`src/rtl/bmp_pkg.sv`:
```
// bmp_pkg: shared definitions for the BMP command sequencer.
//   - register window offsets relative to the block base address
//   - command entry layout (26 bits) as a packed struct
//   - status word bit positions
//   - sequencer FSM state encoding
package bmp_pkg;

    // Register window offsets
    localparam logic [15:0] XLOC_OFS = 16'd0;
    localparam logic [15:0] YLOC_OFS = 16'd1;
    localparam logic [15:0] CMD_OFS  = 16'd2;
    localparam logic [15:0] STAT_OFS = 16'd3;

    // Command entry: {x[25:16], y[15:7], rem[6], idx[5:1], img[0]}
    localparam int unsigned CMD_W   = 26;
    localparam int unsigned CMD_IMG = 0;
    localparam int unsigned CMD_IDX = 1;
    localparam int unsigned CMD_REM = 6;
    localparam int unsigned CMD_Y   = 7;
    localparam int unsigned CMD_X   = 16;

    typedef struct packed {
        logic [9:0] x;
        logic [8:0] y;
        logic       rem;
        logic [4:0] idx;
        logic       img;
    } cmd_t;

    // Status word bit positions
    localparam int unsigned STAT_OVF  = 15;
    localparam int unsigned STAT_TMO  = 14;
    localparam int unsigned STAT_BUSY = 13;
    localparam int unsigned STAT_CLR  = 12;

    typedef enum logic [1:0] {
        StWaitClr  = 2'd0,
        StIdle     = 2'd1,
        StIssue    = 2'd2,
        StWaitDone = 2'd3
    } seq_state_t;

endpackage

```
`src/rtl/bmp_cmd_fifo.sv`:
```
// bmp_cmd_fifo: circular command FIFO, DEPTH entries of cmd_t.
// Ports:
//   clk, rst_n   clock, async active-low reset (pointers and count only)
//   push, din    enqueue request and data; dropped when full
//   pop          dequeue request; ignored when empty
//   dout         head entry (valid while !empty)
//   full, empty  derived from the pre-edge count
//   count        number of stored entries, log2(DEPTH)+1 bits
module bmp_cmd_fifo
    import bmp_pkg::*;
#(
    parameter int unsigned DEPTH = 8
) (
    input  logic                     clk,
    input  logic                     rst_n,
    input  logic                     push,
    input  cmd_t                     din,
    input  logic                     pop,
    output cmd_t                     dout,
    output logic                     full,
    output logic                     empty,
    output logic [$clog2(DEPTH):0]   count
);

    localparam int unsigned AW = $clog2(DEPTH);

    cmd_t          mem [DEPTH];
    logic [AW-1:0] wr_ptr;
    logic [AW-1:0] rd_ptr;
    logic          do_push;
    logic          do_pop;

    assign full    = (count == (AW + 1)'(DEPTH));
    assign empty   = (count == '0);
    assign do_push = push && !full;
    assign do_pop  = pop && !empty;
    assign dout    = mem[rd_ptr];

    always_ff @(posedge clk) begin
        if (do_push) begin
            mem[wr_ptr] <= din;
        end
    end

    // DEPTH is a power of two, so the pointers wrap naturally.
    always_ff @(posedge clk or negedge rst_n) begin
        if (!rst_n) begin
            wr_ptr <= '0;
            rd_ptr <= '0;
            count  <= '0;
        end else begin
            if (do_push) begin
                wr_ptr <= wr_ptr + AW'(1);
            end
            if (do_pop) begin
                rd_ptr <= rd_ptr + AW'(1);
            end
            unique case ({do_push, do_pop})
                2'b10:   count <= count + 1'b1;
                2'b01:   count <= count - 1'b1;
                default: count <= count;
            endcase
        end
    end

endmodule

```
`src/rtl/bmp_cmd_sequencer.sv`:
```
// bmp_cmd_sequencer: CPU register window, command queue and issue FSM in front
// of the BMP/font placement engine. One queued command is issued per engine
// draw; the next issue waits for plc_done or a timeout.
// Ports:
//   clk, rst_n            clock, async active-low reset
//   bmp_sel, addr, databus CPU write strobe qualifier, address, write data
//   end_clear             video-memory clear finished (level)
//   plc_done              engine draw-finished pulse
//   xloc, yloc            location of the issued command
//   add_img/add_fnt/rem_img one-cycle issue strobes (exactly one per issue)
//   image_indx, fnt_indx  index of the issued command
//   status                {ovf, tmo, busy, clr_done, 8'b0, count[3:0]}
module bmp_cmd_sequencer
    import bmp_pkg::*;
#(
    parameter int unsigned DEPTH     = 8,
    parameter logic [19:0] TIMEOUT   = 20'd800000,
    parameter logic [15:0] BASE_ADDR = 16'hC008
) (
    input  logic        clk,
    input  logic        rst_n,
    input  logic        bmp_sel,
    input  logic [15:0] addr,
    input  logic [15:0] databus,
    input  logic        end_clear,
    input  logic        plc_done,
    output logic [9:0]  xloc,
    output logic [8:0]  yloc,
    output logic        add_img,
    output logic        add_fnt,
    output logic        rem_img,
    output logic [4:0]  image_indx,
    output logic [4:0]  fnt_indx,
    output logic [15:0] status
);

    localparam logic [19:0] TIMER_LAST = TIMEOUT - 20'd1;

    seq_state_t             state;
    logic [19:0]            timer;
    logic                   tmo;
    logic                   ovf;
    logic [9:0]             xstage;
    logic [8:0]             ystage;
    logic                   x_wr, y_wr, cmd_wr, stat_wr;
    logic                   fifo_pop, fifo_full, fifo_empty;
    cmd_t                   fifo_din, head;
    logic [$clog2(DEPTH):0] fifo_count;
    logic                   unused_bits;

    assign x_wr    = bmp_sel && (addr == BASE_ADDR + XLOC_OFS);
    assign y_wr    = bmp_sel && (addr == BASE_ADDR + YLOC_OFS);
    assign cmd_wr  = bmp_sel && (addr == BASE_ADDR + CMD_OFS);
    assign stat_wr = bmp_sel && (addr == BASE_ADDR + STAT_OFS);

    assign unused_bits = ^databus[14:10];

    assign fifo_din = '{x: xstage, y: ystage, rem: databus[15], idx: databus[5:1],
                        img: databus[0]};
    assign fifo_pop = (state == StIdle) && !fifo_empty;

    bmp_cmd_fifo #(
        .DEPTH(DEPTH)
    ) u_fifo (
        .clk   (clk),
        .rst_n (rst_n),
        .push  (cmd_wr),
        .din   (fifo_din),
        .pop   (fifo_pop),
        .dout  (head),
        .full  (fifo_full),
        .empty (fifo_empty),
        .count (fifo_count)
    );

    // Staging registers persist across commands; ovf records a dropped enqueue.
    always_ff @(posedge clk or negedge rst_n) begin
        if (!rst_n) begin
            xstage <= '0;
            ystage <= '0;
            ovf    <= 1'b0;
        end else begin
            if (x_wr) begin
                xstage <= databus[9:0];
            end
            if (y_wr) begin
                ystage <= databus[8:0];
            end
            if (cmd_wr && fifo_full) begin
                ovf <= 1'b1;
            end else if (stat_wr && databus[15]) begin
                ovf <= 1'b0;
            end
        end
    end

    always_ff @(posedge clk or negedge rst_n) begin
        if (!rst_n) begin
            state      <= StWaitClr;
            timer      <= '0;
            tmo        <= 1'b0;
            xloc       <= '0;
            yloc       <= '0;
            image_indx <= '0;
            fnt_indx   <= '0;
            add_img    <= 1'b0;
            add_fnt    <= 1'b0;
            rem_img    <= 1'b0;
        end else begin
            // A timeout in the same cycle as a clear request wins (assigned later).
            if (stat_wr && databus[15]) begin
                tmo <= 1'b0;
            end
            unique case (state)
                StWaitClr: begin
                    if (end_clear) begin
                        state <= StIdle;
                    end
                end
                StIdle: begin
                    if (!fifo_empty) begin
                        state      <= StIssue;
                        xloc       <= head.x;
                        yloc       <= head.y;
                        image_indx <= head.idx;
                        fnt_indx   <= head.idx;
                        rem_img    <= head.rem;
                        add_img    <= !head.rem && head.img;
                        add_fnt    <= !head.rem && !head.img;
                    end
                end
                StIssue: begin
                    state   <= StWaitDone;
                    timer   <= '0;
                    add_img <= 1'b0;
                    add_fnt <= 1'b0;
                    rem_img <= 1'b0;
                end
                StWaitDone: begin
                    if (plc_done) begin
                        state <= StIdle;
                    end else if (timer == TIMER_LAST) begin
                        tmo   <= 1'b1;
                        state <= StIdle;
                    end else if (timer != '1) begin
                        timer <= timer + 20'd1;
                    end
                end
                default: state <= StWaitClr;
            endcase
        end
    end

    always_comb begin
        status            = '0;
        status[STAT_OVF]  = ovf;
        status[STAT_TMO]  = tmo;
        status[STAT_BUSY] = (state != StIdle) || !fifo_empty;
        status[STAT_CLR]  = (state != StWaitClr);
        status[3:0]       = 4'(fifo_count);
    end

endmodule

```
`config.mk`:
```
export PLATFORM = sky130hd
export DESIGN_NAME = bmp_cmd_sequencer
export DESIGN_NICKNAME = d
export VERILOG_FILES = /design/src/rtl/bmp_pkg.sv /design/src/rtl/bmp_cmd_fifo.sv /design/src/rtl/bmp_cmd_sequencer.sv
export SDC_FILE = /design/constraint.sdc
export NUM_CORES = 1
export LEC_CHECK = 0
export BUFFER_PORTS_ARGS = -buffer_cell sky130_fd_sc_hd__buf_2
export CAP_MARGIN = 40
export CORE_MARGIN = 1
export CORE_UTILIZATION = 40
export CTS_BUF_LIST = sky130_fd_sc_hd__clkbuf_4
export DETAILED_ROUTE_END_ITERATION = 7
export PLACE_DENSITY = 0.69
export SYNTH_ARGS = -nofsm -noshare
export SYNTH_HDL_FRONTEND = slang
export SYNTH_SLANG_ARGS = --single-unit
```
`constraint.sdc`:
```
create_clock -name clk -period 4.8 [get_ports clk]
set_input_delay 0.96 -clock clk [delete_from_list [all_inputs] [get_ports clk]]
set_output_delay 0.96 -clock clk [all_outputs]
set_load 0.02 [all_outputs]
```
==> impl_results.md <==
* Dpl hpwl at ~14000 um
* CP cell instances: nor4_2 > nand2_1 > buf_2
* Simple logic cell fraction of the synthesized area at approximately 6.3%
* Slowest CP cell: nor4_2
* DRC at 0
* Post-DR vias/cell at slightly above 5
* Max_cap viols at 0
* Crit Path Max Fanout at 9
* Mux cell area share after synthesis at roughly 14%
* Post-synth top area share at about 53%
* Dpl cell area at 0.0125 sq mm
* Worst path buffer plus inverter count at 1
* Worst ir drop on vdd at ~0.27 mV
* Compound-Gate Fraction of Synth Area at under 10%
* Grt ovf at 0
* Die area at 0.0299 sq mm
* Clock Sinks at between 200 and 300
* Async set or reset register ratio after synthesis at between 20% and 30%
* Clk_skew at 34.4 ps
* Die height at between 150 and 200 um
* EDFF count, synth at 208
* Final Non-Filler Cells at about 1300
* Netlist Area Pre-Place at 0.0117 sq mm
* Top FF cell, synth: edfxtp_1
* Hold_buf cts at 0
* Tmin final at between 3000 and 4000 ps
* Reg2reg path depth at 10
* Leading area contributor after synthesis: edfxtp_1
* Post-Syn Instances at a little under 700
* Initial core utilization at roughly 40%
* Max incr delay on CP at a little under 800 ps
* CP required at between 3000 and 4000 ps
* Wire per inst at 18.8 um
* Initial antenna violation count at 3
* Row cnt at 62
* Ports at 85
* Cell variety after synth at between 50 and 60
* CTS resizes at 0
* Largest family of logic cells by synthesized area: multiplexers
* Synth-to-layout area growth at 15.2%
* Post-Synth XOR/XNOR Area at less than 1%
* Gr usage total at roughly 16%
* Placed cells at between 1000 and 1500
* WS Path Type: flip-flop to output pin
* Synthesized area per cell at approximately 17 sq um
* Post-Route WL at 23500 um
* Clk buf depth at 3
* Synth Register Bits at about 290
* Finished layout cell area at about 0.013 sq mm
* CP Launch Type: flip-flop
* Final ANT Viol Nets at 0
* Worst-Margin Slew at 925 ps
* TritonCTS buffer count at a little over 70
* Slew headroom at approximately two fifths
* Clock-pin slew on the worst setup and hold paths at 70 ps
* Crit. End Element: output pin
* Synth top area cells: edfxtp_1 (53%), dfrtp_1 (17%), mux4_2 (10%)
* Final worst-path cycle share at 65.5%
* Via Count at 6494
* TritonCTS clock tree: done
* Worst path depth at 3
* Nets at ~860
* Core area at ~0.029 sq mm
* Postcts setup bufs at 0
* Layout cells sized above 1 at 35.6%
* Final hold vios at 0
* Worst setup slack after layout at around 1700 ps
* Fmax at roughly 320 MHz
* Die width at 173 um
* Drt pass-1 iters at 5
* Setup WS pre-CTS at 1270 ps
* Fill count at between 2000 and 2500
* Fin. max-slew vios at 0
* Setup violators final at 0
* Total negative setup slack at 0 ps
* Overall power at 0.00676 W
* Sequential area share after synthesis at 70.5%
* RSZ-0062 raised after global routing: no
* Cell family with most CP delay: simple AND/OR/NAND/NOR gates
* Initial DRC count at about 460
* Largest net degree at the start of global routing at between 50 and 60
* Power Density at around 500 mW/mm^2
* Via count of the first global-routing pass at roughly 6600
* Hold WC Path Type: input pin to async pin
* Adder-cell share of the synthesized area at roughly 1.1%
* Port Buffers at between 70 and 80
* Routability Congestion at 0.852
* CTS HTree Levels at 3
* Status: finished clean
* Leakage at about 5.4 nW
* Clock Tree Root: clkbuf_4
* Worst skew pair latency at roughly 670 ps
* Ys Warns at 0
* First-pass GRT wire length at around 37000 um
* Crit path DAT at approximately 2200 ps
==> synth_stat cells (2+ instances only) <==
cell / n
clkbuf_2: 3
o21ai_1: 2
buf_2: 14
o211ai_1: 3
mux2_2: 24
o21ai_0: 42
buf_4: 19
a22o_1: 2
a41oi_1: 4
edfxtp_1: 208
nor3_4: 3
o41ai_1: 2
mux2i_1: 25
ha_1: 10
or3_1: 2
mux4_2: 52
o21a_1: 2
a31oi_1: 7
inv_1: 8
xor2_1: 4
nand2_1: 56
nor4_2: 2
nand3b_1: 2
a21oi_1: 14
nor3_1: 6
nor2_1: 17
o31ai_1: 5
and3_1: 2
nand4_1: 6
nand2b_1: 6
nand4b_1: 3
dfrtp_1: 80
xnor2_1: 4
clkbuf_1: 7
nand3_1: 19
buf_1: 3
nor4_1: 3
==> registers in the layout, summed over array words and instances (netlist names) <==
signal         flops
state              2
xloc              10
timer             20
xstage            10
tmo                1
u_fifo.rd_ptr      3
add_fnt            1
u_fifo.wr_ptr      3
ystage             9
u_fifo.mem       208
rem_img            1
ovf                1
fnt_indx           5
add_img            1
u_fifo.count       4
yloc               9
==> placed cells by master (no fill, tap or decap), types with 11 or more instances in the layout <==
cell      Yosys  final
a21oi_1      14     14
mux4_2       52     52
buf_2        14     70
nand2_1      56     56
clkbuf_4      0    111
dfrtp_1      80     78
edfxtp_1    208    208
mux2i_1      25     25
mux2_2       24     24
buf_4        19     17
nand3_1      19     19
o21ai_0      42     42
nor2_1       17     11
==> metrics by stage <==
| stage | hold slack (ps) | util (%) |
|---|---|---|
| floorplan | 467 | - |
| global placement | 461 | 43.4 |
| detailed placement | 470 | 43.5 |
| CTS | 300 | 46.8 |
| global route | 301 | 46.8 |
| finish | 311 | 46.9 |
==> kinds of logic after synthesis <==
| kind of cell | after synthesis |
|---|---|
| DFF | 288 |
| adders and majority gates | 10 |
| other | 1 |
| buffers and inverters | 55 |
| and+or+nand+nor | 138 |
| xor gates and xnor gates | 8 |
| muxes | 101 |
| AOI/OAI and AO/OA | 87 |
==> where the power goes <==
group	internal (W)	switching [W]	total (W)
Combinational	0.000657	0.000905	0.00156
Clock	0.00116	0.000929	0.00209
Sequential	0.00282	0.000281	0.00311
Total	0.00464	0.00212	0.00676
==> final timing paths <==
kind	end	startpoint	slack [ps]
max	status[13]	u_fifo.count[0]	1650
min	timer[5]	rst_n	310
max reg2reg	u_fifo.count[2]	u_fifo.count[0]	1940
min reg2reg	yloc[1]	yloc[1]	480
max in group asynchronous	xstage[7]	rst_n	3530
min in group clk	yloc[1]	yloc[1]	480
==> layout make-up <==
cell class / count / area, sq um / share of cell area (%)
Antenna cell: 3 / 7.51 / 0.0557
Clock buffer: 111 / 833 / 6.18
Clock inverter: 13 / 114 / 0.844
Inverter: 9 / 33.8 / 0.250
Multi-Input combinational cell: 352 / 3210 / 23.8
Sequential cell: 288 / 8250 / 61.2
Tap cell: 384 / 480 / 3.56
Timing Repair Buffer: 91 / 553 / 4.10
==> routing by layer <==
metal | vias up | share of wire [%] | track usage, %
li1 | 2973 | - | -
met1 | 3315 | 44 | 21.0
met2 | 172 | 50 | 26.9
met3 | 34 | 4.8 | 4.33
met4 | 0 | 1.4 | 5.31
met5 | - | 0 | 0
==> worst reg2reg max path: stages (launching register included) <==
cell and delay, ps:
dfrtp_1 460, nor4_2 780, nand2b_2 270, inv_1 80, ha_1 280, xor2_1 170
ha_1 200, a21oi_1 140, xor2_1 160, nor2_1 60, xor2_1 140
No activity file was read; power rests on OpenSTA's default activity.
